`config.mk`:
```
export PLATFORM = sky130hd
export DESIGN_NAME = mem_write_ctrl
export DESIGN_NICKNAME = d
export VERILOG_FILES = /design/src/rtl/mem_write_ctrl.sv
export SDC_FILE = /design/constraint.sdc
export NUM_CORES = 1
export LEC_CHECK = 0
export BUFFER_PORTS_ARGS = -buffer_cell sky130_fd_sc_hd__buf_2
export CAP_MARGIN = 20
export CORE_ASPECT_RATIO = 1.2
export CORE_MARGIN = 5
export CORE_UTILIZATION = 44
export CTS_BUF_LIST = sky130_fd_sc_hd__clkbuf_8
export CTS_CLUSTER_SIZE = 16
export DETAILED_ROUTE_END_ITERATION = 16
export GPL_ROUTABILITY_DRIVEN = 1
export PLACE_DENSITY = 0.77
export SYNTH_ARGS = -nofsm -noshare
export SYNTH_HDL_FRONTEND = slang
export SYNTH_SLANG_ARGS = --single-unit
```
`constraint.sdc`:
```
create_clock -name clk -period 1.5 [get_ports clk]
set_input_delay 0.3 -clock clk [delete_from_list [all_inputs] [get_ports clk]]
set_output_delay 0.3 -clock clk [all_outputs]
set_load 0.02 [all_outputs]
```
`src/rtl/mem_write_ctrl.sv`:
```
// Store-path memory write controller: formats CPU store data into byte lanes,
// issues one memory write and waits out waitrequest stalls.
module mem_write_ctrl (
  input  logic        clk,
  input  logic        reset,
  input  logic        store_req,
  input  logic [1:0]  store_type,
  input  logic [31:0] addr_in,
  input  logic [31:0] data_in,
  input  logic        waitrequest,
  output logic [31:0] address,
  output logic        write,
  output logic [31:0] writedata,
  output logic [3:0]  byteenable,
  output logic        busy,
  output logic        done,
  output logic        misaligned,
  output logic [7:0]  stall_count
);

  typedef enum logic {
    IDLE  = 1'b0,
    WRITE = 1'b1
  } state_t;

  localparam logic [1:0] ST_SB = 2'b00;
  localparam logic [1:0] ST_SH = 2'b01;
  localparam logic [1:0] ST_SW = 2'b10;

  state_t      state_q, state_d;
  logic [31:0] addr_q, addr_d;
  logic [31:0] wdata_q, wdata_d;
  logic [3:0]  be_q, be_d;
  logic        done_q, done_d;
  logic        mis_q, mis_d;
  logic [7:0]  stall_q, stall_d;

  logic        reject;
  logic [31:0] lane_data;
  logic [3:0]  lane_be;

  // Byte offset 0 carries the most significant byte of the stored value.
  always_comb begin
    lane_data = 32'h0;
    lane_be   = 4'b0000;
    reject    = 1'b0;
    case (store_type)
      ST_SB: begin
        lane_data = {24'h0, data_in[7:0]} << {addr_in[1:0], 3'b000};
        lane_be   = 4'b0001 << addr_in[1:0];
      end
      ST_SH: begin
        reject = addr_in[0];
        if (addr_in[1]) begin
          lane_data = {data_in[7:0], data_in[15:8], 16'h0};
          lane_be   = 4'b1100;
        end else begin
          lane_data = {16'h0, data_in[7:0], data_in[15:8]};
          lane_be   = 4'b0011;
        end
      end
      ST_SW: begin
        reject    = (addr_in[1:0] != 2'b00);
        lane_data = {data_in[7:0], data_in[15:8], data_in[23:16], data_in[31:24]};
        lane_be   = 4'b1111;
      end
      default: reject = 1'b1;
    endcase
  end

  always_comb begin
    state_d = state_q;
    addr_d  = addr_q;
    wdata_d = wdata_q;
    be_d    = be_q;
    done_d  = 1'b0;
    mis_d   = 1'b0;
    stall_d = stall_q;
    case (state_q)
      IDLE: begin
        if (store_req) begin
          if (reject) begin
            mis_d = 1'b1;
          end else begin
            state_d = WRITE;
            addr_d  = {addr_in[31:2], 2'b00};
            wdata_d = lane_data;
            be_d    = lane_be;
            stall_d = 8'd0;
          end
        end
      end
      WRITE: begin
        if (waitrequest) begin
          stall_d = (stall_q == 8'hFF) ? stall_q : stall_q + 8'd1;
        end else begin
          state_d = IDLE;
          done_d  = 1'b1;
        end
      end
      default: state_d = IDLE;
    endcase
  end

  always_ff @(posedge clk) begin
    if (reset) begin
      state_q <= IDLE;
      addr_q  <= 32'h0;
      wdata_q <= 32'h0;
      be_q    <= 4'b0000;
      done_q  <= 1'b0;
      mis_q   <= 1'b0;
      stall_q <= 8'd0;
    end else begin
      state_q <= state_d;
      addr_q  <= addr_d;
      wdata_q <= wdata_d;
      be_q    <= be_d;
      done_q  <= done_d;
      mis_q   <= mis_d;
      stall_q <= stall_d;
    end
  end

  assign address     = addr_q;
  assign writedata   = wdata_q;
  assign byteenable  = be_q;
  assign write       = (state_q == WRITE);
  assign busy        = (state_q == WRITE);
  assign done        = done_q;
  assign misaligned  = mis_q;
  assign stall_count = stall_q;

endmodule

```
# After elaboration in Yosys (flattened, before gate mapping)
# Index checks and enable logic that the tools add are counted.
word_totals:
  regBits: 77
  input_bits: 70
  output_inout_bits: 80
  word_cells: 42
classes:
  n_addsub: 1
  eq_ne: 7
  shifts: 2
  mux: 16
  bitwise: 3
  reduce_logical: 6
op_table:
  columns: ["cell", "count"]
  rows:
  - ["case mux 32 bit (3 select lines)", 1]
  - ["2-to-1 mux 32 bit", 1]
  - ["2-to-1 mux 8 bit", 4]
  - ["left shift 8 x 5 -> 32 bit", 1]
  - ["case mux 8 bit (2 select lines)", 1]
  - ["case mux 4 bit (3 select lines)", 1]
  - ["adder 8 x 1 -> 8 bit (second input constant)", 1]
  - ["== test 8 bit (second input constant)", 1]
  - ["inequality test 2 bit (second input constant)", 4]
  - ["2-to-1 mux 1 bit", 5]
  - ["2-to-1 mux 4 bit", 1]
  - ["AND reduction 4 bit", 1]
  - ["left shift 1 x 2 -> 4 bit (first input constant)", 1]
  - ["inverter 1 bit", 3]
  - ["case mux 1 bit (3 select lines)", 1]
  - ["AND reduction 3 bit", 1]
  - ["OR reduction 3 bit", 1]
  - ["== test 2 x 1 -> 1 bit (second input constant)", 1]
  - ["== test 2 bit (second input constant)", 1]
  - ["zero test 2 bit", 1]
  - ["case mux 1 bit (2 select lines)", 1]
  - ["nonzero test 2 bit", 1]
  - ["OR reduction 2 bit", 1]

# Longest topological paths before layout
logic_depth:
  depth_word: 5
  depth_mapped: 7
  depth_no_buf: 5

# Worst setup path after synthesis
# Ideal clock, no wire load.
synth_timing:
  path_type: "reg2reg"
  startpoint: "reg stall_q[0], in the netlist stall_count[0]"
  endpoint: "reg stall_q[3], in the netlist stall_count[3]"
  setup_ps: 106
  t_arrival_ps: 1494
  required_time_ps: 1394
  setup_slack_ps: -99
  path_stages_with_launch: 6
  path_buffers: 0
  period_less_slack_ps: 1599
  cell_sequence: "dfxtp_1 ha_1 nand3_1 o21bai_1 nand2_1 o311ai_0"
synth_between:
  elab_chain_cells: 4
  word_cells_on_any_way: 7
  cone_classes: "1 x add/sub; 2 x eq/ne; 3 x mux; 1 x reduce/logical"
synth_lines:
  columns: ["element", "line_no", "rtl"]
  rows:
  - ["start, declared", "36", "logic [7:0] stall_q, stall_d;"]
  - ["start signal, assigned", "121", "stall_q <= stall_d;"]
  - ["adder 8 x 1 -> 8 bit", "95", "stall_d = (stall_q == 8'hFF) ? stall_q : stall_q + 8'd1;"]
  - ["2-to-1 mux 8 bit", "95", null]
  - ["2-to-1 mux 8 bit", "94", "if (waitrequest) begin"]
  - ["case mux 8 bit (2 select lines)", "79", "case (state_q)"]
# Several ways; a longest one is shown, not always the timed one. The select of a mux whose other input is x is not followed.
# A chain may end at the register's enable or synchronous reset.

# Worst setup path in the final report
layout_timing:
  startpoint: "in store_type[0]"
  endpoint: "reg wdata_q[0], in the netlist writedata[0]"
layout_between:
  elab_chain_cells: 4
  word_cells_on_any_way: 7
  cone_classes: "2 x eq/ne; 2 x mux; 1 x bitwise; 2 x reduce/logical"
layout_lines:
  columns: ["element", "line_no", "rtl"]
  rows:
  - ["start, declared", "7", "input logic [1:0] store_type,"]
  - ["== test 2 bit (tied with other cells)", "47", "case (store_type)"]
  - ["case mux 1 bit (3 select lines)", "47", null]
  - ["inverter 1 bit (no source line)", null, null]
  - ["AND reduction 3 bit (no source line)", null, null]
  - ["end signal, assigned", "117", "wdata_q <= wdata_d;"]
  - ["end, declared", "32", "logic [31:0] wdata_q, wdata_d;"]
# Several ways; a longest one is shown, not always the timed one.

==> qor.yml <==
status:
  status: "completed"
pwr:
  power.net_switching_uw: 1310
  irDropWorstVdd_mv: 0.561
  total_power_uw: 4610
  switching_share_pct: 28.5
  p_int_uw: 3300
  seqPwrFrac_pct: 47.8
  comb_power_share_pct: 18.2
  p_per_area_nw_per_um2: 1050
  clkPwrFrac_pct: 33.9
  leakagePower_uw: 0.00196
logic_synthesis:
  syn_inst: 357
  yosysWarningCount: 0
  synth_seq_area_share_pct: 47.5
  synth_compound_area_share_pct: 21.0
  muxShareOfSynthArea_pct: 0
  synth_top_family_by_area: "simple AND/OR/NAND/NOR gates"
  synth-edff-count: 0
  synthAdderAreaFrac_pct: 0.385
  syn-mean-instance-area_um2: 9.10
  syn-cell-area_um2: 3250
  yosys.area_share.simple_pct: 23.5
  synthArstFlopShare_pct: 0
  synth_xor_area_share_pct: 0
  ys_types: 51
  synth_flop_cell: "dfxtp_1"
  ys_seq_elements: 77
floorplanning:
  design.core.area_um2: 7230
  initial_core_util_pct: 44.9
  die_w_um: 88.4
  die_area_um2: 9210
  io_pins: 150
  rows: 34
  die_h_um: 104
final_layout:
  utilization_pct: 60.7
  stdcell_area_um2: 4390
  antennaDiodeCount: 0
  area.growth.synth_to_final_pct: 35.1
  nets: 583
  fin_cells: 607
  nFillCells: 675
  drive_above_1_share_pct: 41.6
grt:
  overflow: 0
  grt_pass1_vias: 3095
  grt_antenna_before_repair: 0
  grt_max_degree: 40
  gr-usage-all-layers_pct: 19.8
  grt_pass1_wl_um: 14700
placed_design:
  hpwl_um: 6990
  io_buffers: 147
  gp_congestion: 0.829
  place_area_um2: 4130
  dp.cells: 590
cts:
  cts_tree: "yes"
  clk_pin_slew_worst_paths_ns: 0.08
  cts_max_path_buffers: 2
  cts.sinks: 77
  hold_buffers: 0
  insertion_delay_ns: 0.34
  cts-resized-gates: 0
  cts-root-buf: "clkbuf_8"
  postCtsSetupBuffers: 0
  cts_buffers: 9
  h-tree-depth: 3
detailed_routing:
  post-route-drc-count: 0
  via_count: 3263
  first_pass_iters: 5
  met3_length_um: 1030
  top_layer: "met4"
  ant_nets: 0
  via_per_inst: 5.38
  drt_iter0_drc: 179
  wl_met2_um: 4450
  routedLengthMet1_um: 3830
  route.detailed.wl_per_inst_um: 15.7
  routed_wl_um: 9530
sta:
  max_freq_ghz: 0.702
  rsz0062_at_grt: "true"
  finClkSkew_ns: 0.00806
  finalSetupViolations: 0
  finalCriticalPeriod_ns: 1.43
  worstMarginPinSlew_ns: 0.695
  relSlewSlack_pct: 53.5
  hold-worst-slack_ns: 0.144
  fin_crit_sh_pct: 95.0
  hold_violations: 0
  drv_slew: 0
worst_hold_path:
  hold_class: "input pin to flip-flop"
worst_setup_path:
  end_kind: "flip-flop"
  critPathKind: "input pin to flip-flop"
  worstPathMaxFanout: 9
  ff2ff_setup_slack_ns: 0.11
  worstPathRequired_ns: 1.75
  start_kind: "input pin"
  cp_data_arrival_time_ns: 1.68
job:
  cap_violations: 0
-- power groups by stage --
stage               Clock (uW)  Sequential, uW  Combinational [uW]
floorplan                    0            2390                 379
global placement             0            2250                 811
detailed placement           0            2250                 825
CTS                       1600            2200                 826
global route              1690            2220                 915
finish                    1560            2210                 841
-- layout by cell type (no fill, tap or decap), types with 2 or more instances in the layout --
| master | n |
|---|---|
| a221oi_2 | 2 |
| nor3_2 | 3 |
| dfxtp_2 | 4 |
| o311ai_1 | 3 |
| nor3_1 | 19 |
| o211ai_1 | 2 |
| clkinv_2 | 2 |
| o21ai_0 | 2 |
| nand2b_1 | 5 |
| conb_1 | 2 |
| nor3_4 | 2 |
| nand4b_1 | 2 |
| a31oi_1 | 2 |
| nand2_1 | 67 |
| nor2_1 | 30 |
| dfxtp_1 | 73 |
| a211oi_1 | 9 |
| buf_4 | 21 |
| a21oi_1 | 36 |
| clkbuf_8 | 10 |
| nand3_1 | 2 |
| buf_6 | 2 |
| buf_2 | 147 |
| inv_1 | 3 |
| a221oi_1 | 14 |
| a22o_1 | 8 |
| or4_1 | 3 |
| buf_12 | 4 |
| a222oi_1 | 8 |
| clkinvlp_4 | 3 |
-- Yosys cell counts (all sizes together), types with 2 or more instances --
library cell	number	area share [%]
dfxtp	77	47
nand2	68	7.9
a21oi	37	5.8
nor2	31	3.8
buf	28	6.8
nor3	24	4.9
a221oi	16	4.7
a211oi	9	2.1
a222oi	8	2.5
a22o	8	2.2
nand2b	5	0.96
clkbuf	4	0.46
inv	3	0.35
nand3	3	0.46
nor4	3	1.0
o311ai	3	0.81
or4	3	0.69
a31oi	2	0.39
nand4b	2	0.54
nor3b	2	0.62
o211ai	2	0.46
o21ai	2	0.31
o21bai	2	0.81
-- area by class of cell --
class,count,area [um2],share of cell area [%]
sequential,77,1550,35.2
multi-input combinational,246,1500,34.1
timing repair buffer,175,1020,23.3
clock buffer,10,138,3.14
tap,90,113,2.57
clock inverter,6,62.6,1.43
inverter,3,11.3,0.257
-- worst max-delay path: stages --
cell      delay (ns)
buf_2           0.16
buf_12          0.14
nor3b_2         0.58
a222oi_1        0.19
a211oi_1        0.30
-- routing by layer --
layer  vias to the layer above  track usage, %
li1                       1595               -
met1                      1487            25.0
met2                       165            31.1
met3                        16            4.68
met4                         0            9.94
met5                         -               0
-- path summary, 6_finish.rpt --
path	startpoint	endpoint	cells past startpoint
worst min-delay path	waitrequest	done	2
worst max-delay path	store_type[0]	writedata[0]	5
worst min register to register	address[3]	address[3]	2
worst max register to register	busy	writedata[0]	5
-- kinds of logic after synthesis --
group                      after synthesis
buffers and inverters                   35
DFF                                     77
other                                    1
and+or+nand+nor                        150
adders and majority gates                1
AOI/OAI and AO/OA                       93
-- registers in the layout (all words and copies together) (netlist names) --
name,cells
misaligned,1
busy,1
byteenable,4
address,30
stall_count,8
writedata,32
done,1
-- per-stage QoR --
stage               setup slack [ns]  setup TNS (ns)
floorplan                     0.0192               0
finish                        0.0746               0
detailed placement            -0.192           -3.22
global placement              -0.149           -1.58
CTS                           0.0292               0
global route                -0.00513        -0.00513
No activity file was read; power rests on OpenSTA's default activity.
